## src/rtl/bf2i_stage_ctrl.sv

```systemverilog
// Handshake and frame-tracking controller for one radix-2 butterfly stage.
// The butterfly output register acts as a one-entry buffer; sideband markers travel with it.
module bf2i_stage_ctrl #(
   parameter int BLOCKS_PER_FRAME = 32,
   parameter int CNT_W            = 5
) (
   input  logic             clk,
   input  logic             rst_n,
   input  logic             in_valid,
   input  logic             in_last,
   output logic             in_ready,
   output logic             bf_en,
   output logic             out_valid,
   input  logic             out_ready,
   output logic             out_sof,
   output logic             out_eof,
   output logic [CNT_W-1:0] out_blk_idx,
   input  logic             flush,
   output logic             busy,
   output logic             err_pulse,
   output logic [7:0]       err_cnt
);

   typedef enum logic {IDLE = 1'b0, RUN = 1'b1} st_t;

   localparam logic [CNT_W-1:0] LAST_IDX = CNT_W'(BLOCKS_PER_FRAME - 1);

   st_t              st, st_next;
   logic [CNT_W-1:0] blk_cnt, blk_cnt_next;
   logic             accept;
   logic             at_last;
   logic             eof_cond;
   logic             mismatch;

   assign in_ready = !flush && (!out_valid || out_ready);
   assign accept   = in_valid && in_ready;
   assign bf_en    = accept;
   assign at_last  = (blk_cnt == LAST_IDX);
   assign eof_cond = at_last || in_last;
   // Early last or missing last; the frame closes at this block either way.
   assign mismatch = (in_last && !at_last) || (at_last && !in_last);
   assign busy     = (st == RUN) || out_valid;

   always_comb begin
      st_next      = st;
      blk_cnt_next = blk_cnt;
      if (flush) begin
         st_next      = IDLE;
         blk_cnt_next = '0;
      end else if (accept) begin
         st_next      = eof_cond ? IDLE : RUN;
         blk_cnt_next = eof_cond ? '0 : blk_cnt + 1'b1;
      end
   end

   always_ff @(posedge clk or negedge rst_n) begin
      if (!rst_n) begin
         st          <= IDLE;
         blk_cnt     <= '0;
         out_valid   <= 1'b0;
         out_sof     <= 1'b0;
         out_eof     <= 1'b0;
         out_blk_idx <= '0;
         err_pulse   <= 1'b0;
         err_cnt     <= '0;
      end else begin
         st        <= st_next;
         blk_cnt   <= blk_cnt_next;
         err_pulse <= accept && mismatch;
         if (flush)
            out_valid <= 1'b0;
         else if (accept)
            out_valid <= 1'b1;
         else if (out_ready)
            out_valid <= 1'b0;
         // Sideband loads in the same cycle the butterfly captures its data.
         if (accept) begin
            out_blk_idx <= blk_cnt;
            out_sof     <= (blk_cnt == '0);
            out_eof     <= eof_cond;
            if (mismatch && err_cnt != 8'hFF)
               err_cnt <= err_cnt + 8'd1;
         end
      end
   end

endmodule
```

## config.mk

```make
export PLATFORM = sky130hd
export DESIGN_NAME = bf2i_stage_ctrl
export DESIGN_NICKNAME = d
export VERILOG_FILES = /design/src/rtl/bf2i_stage_ctrl.sv
export SDC_FILE = /design/constraint.sdc
export NUM_CORES = 1
export LEC_CHECK = 0
export ABC_AREA = 1
export BUFFER_PORTS_ARGS = -buffer_cell sky130_fd_sc_hd__buf_2
export CORE_MARGIN = 2
export CORE_UTILIZATION = 40
export DETAILED_ROUTE_END_ITERATION = 16
export GPL_TIMING_DRIVEN = 1
export PLACE_DENSITY = 0.7
export SLEW_MARGIN = 10
export SYNTH_ARGS = -nofsm -noshare
export SYNTH_HDL_FRONTEND = slang
export SYNTH_SLANG_ARGS = --single-unit
```

## constraint.sdc

```tcl
create_clock -name clk -period 2.1 [get_ports clk]
set_input_delay 0.105 -clock clk [delete_from_list [all_inputs] [get_ports clk]]
set_output_delay 0.105 -clock clk [all_outputs]
set_load 0.02 [all_outputs]
```

==> results of run 1 <==
[kinds of logic (layout without fill, tap and decap cells)]
logic type | after synthesis | in the layout | synth area share
XOR/XNOR | 5 | 5 | 0.03697
buffers and inverters | 21 | 51 | 0.06758
flip-flops | 23 | 23 | 0.4857
AO/OA/AOI/OAI | 15 | 15 | 0.06547
AND/OR/NAND/NOR | 75 | 75 | 0.2915
adder cells (fa/ha/maj) | 5 | 5 | 0.05280
[what timing repair did]
| item | CTS | global route |
|---|---|---|
| hold buffers | 2 | 0 |
| endpoints found under the hold margin | 24 | 0 |
| setup buffers | 0 | 0 |
[worst max-delay path, delay by kind of cell (launching register included)]
| family | cells | cell delay, ns |
|---|---|---|
| fa+ha+maj | 3 | 0.68 |
| simple gates | 6 | 0.74 |
| flops | 1 | 0.41 |
| buf+inv | 1 | 0.04 |
[area by class of cell]
type	count	share of cell area
clock inverter	1	0.003597
tap	31	0.02788
multi-input combinational	100	0.3804
clock buffer	3	0.01619
inverter	20	0.05396
sequential	23	0.4137
timing repair buffer	27	0.1043
[power breakdown]
| group | internal, mW | leakage (nW) | switching [mW] | total (mW) |
|---|---|---|---|---|
| Clock | 0.0712 | 0.0177 | 0.137 | 0.208 |
| Combinational | 0.0860 | 0.422 | 0.161 | 0.247 |
| Sequential | 0.488 | 0.308 | 0.0538 | 0.542 |
| Total | 0.645 | 0.747 | 0.351 | 0.997 |
[sequential cells by signal, indices dropped and copies added, names as in the netlist]
name	flops
err_pulse	1
out_blk_idx	5
st	1
out_eof	1
blk_cnt	5
out_valid	1
out_sof	1
err_cnt	8
[layer usage]
metal / track usage / up-vias / share of wire
li1: - / 505 / -
met1: 0.1975 / 461 / 0.42
met2: 0.3034 / 20 / 0.54
met3: 0.02637 / 2 / 0.036
met4: 0.03987 / 0 / 0.0050
met5: 0 / - / 0
[metrics by stage]
| stage | total power [mW] | instance area, µm² | cells |
|---|---|---|---|
| 2_1_floorplan | 0.7066 | 1185 | 144 |
| 3_5_place_dp | 0.7968 | 1344 | 199 |
| 4_1_cts | 1.011 | 1391 | 205 |
| 5_1_grt | 1.067 | 1391 | 205 |
| 6_report | 0.9966 | 1391 | 205 |
| 3_3_place_gp | 0.7862 | 1344 | 199 |
[final timing paths]
| kind | to | depth (start not counted) | slack (ns) |
|---|---|---|---|
| worst max-delay path | err_cnt[3] | 10 | 0.18 |
| worst min-delay path | out_valid | 4 | 0.08 |
| worst max register to register | err_cnt[3] | 10 | 0.18 |
| worst min register to register | st | 2 | 0.48 |
| max in group asynchronous | err_cnt[0] | 2 | 1.47 |
| min in group asynchronous | out_blk_idx[3] | 2 | 0.28 |
[cells in the mapped netlist (2+ instances only)]
cell type,instances,share of area
dfrtp_1,23,0.49
nand4_1,2,0.011
nand2_2,2,0.011
inv_1,18,0.057
o21ai_0,11,0.046
o21ai_1,2,0.0084
nor2_2,3,0.016
xnor2_1,2,0.015
nor2_4,2,0.019
xor2_1,3,0.022
inv_2,2,0.0063
nand3_1,4,0.017
nor2_1,5,0.016
nand2_1,53,0.17
ha_1,5,0.053
==> key figures, run 1 <==
Yosys
  – Syn avg cell area: about 8 µm²
  – Distinct cells, synth: 22
  – EDFF count, synth: 0
  – Syn. warnings: 0
  – Netlist Area Pre-Place: 1185 µm²
  – Ys flop type: dfrtp_1
  – Post-synthesis sequential area ratio: 0.4857
  – Syn_nets: roughly 160
  – Cells after Synth: 144
  – Yosys reg bits: 23
  – Post-synth ARST share: 1.000

Critical path
  – Crit path capture type: flop
  – Required time at the worst-slack endpoint: 2.37 ns
  – Critical path cell sequence: ha_1 -> nand2_1 -> nor2_1 -> ha_1 -> inv_1 -> ha_1 -> nand4_1 -> nor2_4 -> nand2_1 -> nand2_1
  – Startpoint types: flop
  – Critical path fanouts, max: 8
  – Arr. time, crit path: 2.19 ns
  – Reg-to-reg startpoint: blk_cnt[0]
  – CP max stage cell: dfrtp_1
  – Crit. Startpoint: blk_cnt[0]
  – Crit path kind: reg -> reg
  – CP max stage delay: 0.41 ns

Floorplan
  – Io pins: 26
  – Starting density of the core: 0.4260
  – Die Width: about 60 µm
  – Core ar.: 2781 µm²
  – Overall die height: 58.43 µm
  – Die area: roughly 3400 µm²
  – Rows: 19

Layout
  – Most frequent cells in the layout: nand2_1 (53), buf_2 (25), dfrtp_1 (23)
  – Util after Layout: 0.5002
  – Final nets: 186
  – Fillers: 270
  – Register area: 575.6 µm²
  – Commonest non-fill, non-tap cell in the layout: nand2_1
  – Area delta synth->final: 17.42%
  – Area taken by multi-input logic gates: 529.3 µm²
  – Share of cells above drive strength 1: 0.2356
  – # diodes: 0

Placed design
  – Number of port buffers: 25
  – Worst slack, placed: roughly 0.20 ns
  – Routability cong.: 0.7756
  – Post-DP HPWL: 1.833 mm

Clock network
  – H-tree levels: 1
  – Clk_lat worst skew: 0.31 ns
  – CTS sink count: 23
  – Root Buffer: clkbuf_4
  – CTS tree: yes
  – CTS Buf Count: 3
  – Post-CTS Resized: 0
  – Worst-path clk slew: 0.13 ns
  – Clock buffer depth: 2

Run
  – Max Cap Viol: 0

Routing
  – Vias/cell: 4.820
  – Routed Wire Length: between 2 and 2.5 mm
  – Detail Route Antenna Nets: 0
  – Routed WL per cell: between 10 and 15 µm
  – Iter 0 DRT Violations: 27
  – Detailed Routing Iterations Pass 1: 4
  – Residual DRC: 0
  – Vias post-DR: about 1000

STA
  – Max Clock Skew: 0.005971 ns
  – Worst hold slack: 0.08357 ns
  – Tcrit/Tclk final: 0.9140
  – Peak Freq: roughly 520 MHz
  – Setup_tns: 0 ns
  – Final Hold Fails: 0
  – Max-slew violations: 0
  – Actual slew at the worst max-slew pin: a little over 0.5 ns
  – Final setup fails: 0
  – Slack of the critical path: 0.1807 ns
  – Final min period: 1.919 ns
  – RSZ-0062 raised after global routing: no
  – Worst rel slew slack: 0.6586

GRT
  – GRT Util Overall: 0.1641
  – GRT Residual Overflow: 0
  – First-pass GRT wire length: 4.347 mm
  – Initial antenna violation count: 0
  – Vias in the first global route: 995
  – Largest net degree at the start of global routing: 24

Outcome
  – Status: finished clean

Power
  – PD cells: 716.3 nW/µm²
  – Leak: 0.7473 nW
  – VDD IR-drop max: 0.4615 mV

Worst hold path
  – HP Class: in -> reg
  – Hold wc startpoint: out_ready
Note: power is estimated with default switching activity, not from simulation.
==> run 2: changes to the inputs <==
- CELL_PAD_IN_SITES_DETAIL_PLACEMENT: not set -> 1
- CELL_PAD_IN_SITES_GLOBAL_PLACEMENT: not set -> 2
- CORE_UTILIZATION: 40 -> 30
- PLACE_DENSITY: 0.7 -> 0.84
- SETUP_SLACK_MARGIN: not set -> 0.05
==> key figures, run 2 (same netlist as run 1, synthesis figures left out) <==
Critical path
  – Reg-to-reg startpoint: blk_cnt[0]
  – CP max stage cell: dfrtp_1
  – Required time at the worst-slack endpoint: 2.31 ns
  – CP top delay family: simple AND/OR/NAND/NOR gates
  – Startpoint types: flop
  – Critical path fanouts, max: 8
  – WP buf/inv: 1
  – Crit. Startpoint: blk_cnt[0]
  – CP max stage delay: around 0.40 ns
  – Crit path kind: reg -> reg
  – Crit path capture type: flop
  – Arr. time, crit path: 2.13 ns
  – Critical path cell sequence: ha_1 -> nand2_1 -> nor2_1 -> ha_1 -> inv_1 -> ha_1 -> nand4_1 -> nor2_4 -> nand2_1 -> nand2_1

GRT
  – First-pass GRT wire length: about 4.6 mm
  – GRT Util Overall: 0.1398
  – GRT Residual Overflow: 0
  – Initial antenna violation count: 0
  – Largest net degree at the start of global routing: 24
  – Vias in the first global route: a little over 1000

Routing
  – Detail Route Antenna Nets: 0
  – Routed Wire Length: 2.709 mm
  – Vias/cell: 4.457
  – Detailed Routing Iterations Pass 1: 4
  – Vias post-DR: about 990
  – Iter 0 DRT Violations: 32
  – Residual DRC: 0
  – Routed WL per cell: 12.26 µm

Layout
  – Final nets: roughly 190
  – Fillers: 469
  – Util after Layout: 0.3825
  – Most flops, register: err_cnt
  – Commonest non-fill, non-tap cell in the layout: nand2_1
  – Share of cells above drive strength 1: 0.2370
  – Most frequent cells in the layout: nand2_1 (53), buf_2 (25), dfrtp_1 (23)
  – Number of flip-flops in the largest register: 8
  – Largest registers: err_cnt x8, blk_cnt x5, out_blk_idx x5
  – # diodes: 0
  – Area delta synth->final: 19.96%

Clock network
  – Root Buffer: clkbuf_8
  – H-tree levels: 1
  – Clock buffer depth: 2
  – Clk_lat worst skew: 0.26 ns
  – CTS tree: yes
  – CTS sink count: 23
  – Post-CTS setup repair buffer count: 0
  – Worst-path clk slew: 0.08 ns
  – CTS Buf Count: 3

STA
  – Max Clock Skew: between 0.001 and 0.0015 ns
  – Tcrit/Tclk final: 0.9132
  – Final setup fails: 0
  – RSZ-0062 raised after global routing: no
  – Final min period: 1.918 ns
  – Max-slew violations: 0
  – Actual slew at the worst max-slew pin: 0.5265 ns
  – Peak Freq: 521.5 MHz
  – Worst rel slew slack: 0.6490
  – Setup_tns: 0 ns
  – Final Hold Fails: 0
  – Slack of the critical path: 0.1824 ns

Placed design
  – Worst slack, placed: roughly 0.15 ns
  – Post-DP HPWL: 2.099 mm
  – Routability cong.: 0.7827
  – Number of port buffers: 25

Worst hold path
  – Hold wc startpoint: flush
  – HP Class: in -> reg

Power
  – Leak: 0.7522 nW
  – PD cells: 753.3 nW/µm²
  – VDD IR-drop max: 0.3010 mV

Floorplan
  – Rows: 22
  – Die Width: roughly 67 µm
  – Core ar.: 3716 µm²
  – Io pins: 26
  – Starting density of the core: 0.3189
  – Overall die height: 66.85 µm
  – Die area: 4468 µm²

Run
  – Max Cap Viol: 0

Outcome
  – Status: finished clean
## run 2: changes by cell type in the layout (fill, tap and decap cells not counted), sizes merged
| cell | before | now |
|---|---|---|
| dlygate4sd3 | 2 | 1 |
## run 2: metal layers
layer / global-route usage / part of all wire / up-vias
met5: 0 / 0 / -
met4: 0.04592 / 0.0085 / 0
met3: 0.04054 / 0.032 / 2
met2: 0.2513 / 0.53 / 16
met1: 0.1570 / 0.43 / 467
li1: - / - / 500
## run 2: layout make-up
type | instances | area (µm²) | share of cell area
flip-flops and latches | 23 | 575.6 | 0.4049
multi-input cells | 100 | 529.3 | 0.3724
repair buffers | 26 | 135.1 | 0.09507
inverters | 20 | 75.07 | 0.05282
well taps | 48 | 60.06 | 0.04225
clock buffers | 3 | 41.29 | 0.02905
clock inverters | 1 | 5.005 | 0.003521
## run 2: timing repair
item | 4_1_cts | 5_1_grt
resized for setup | 0 | 0
hold buffers | 1 | 0
hold endpoints to repair | 23 | 0
endpoints found under the setup margin | 0 | 4
## run 2: final timing paths
check                                 end  slack (ns)  cells past startpoint
min                             out_valid        0.01                      2
min in group asynchronous  out_blk_idx[3]        0.34                      2
max reg2reg                    err_cnt[5]        0.18                     10
min reg2reg                            st        0.48                      2
max in group asynchronous       err_pulse        1.41                      2
max                            err_cnt[5]        0.18                     10
## run 2: stage by stage
step                hold slack [ns]  instance area [µm²]  total power, mW  cells
detailed placement           0.1172                 1365           0.8081    216
CTS                        0.002059                 1421            1.094    221
finish                     0.009696                 1421            1.071    221
floorplan                   -0.1906                 1185           0.7066    144
global route               0.005612                 1421            1.142    221
global placement             0.1110                 1365           0.7912    216
## run 2: power breakdown
group	switching, mW	internal [mW]	leakage [nW]
logic	0.165	0.0857	0.419
clock network	0.144	0.133	0.0255
registers	0.0552	0.488	0.308
total	0.364	0.706	0.752
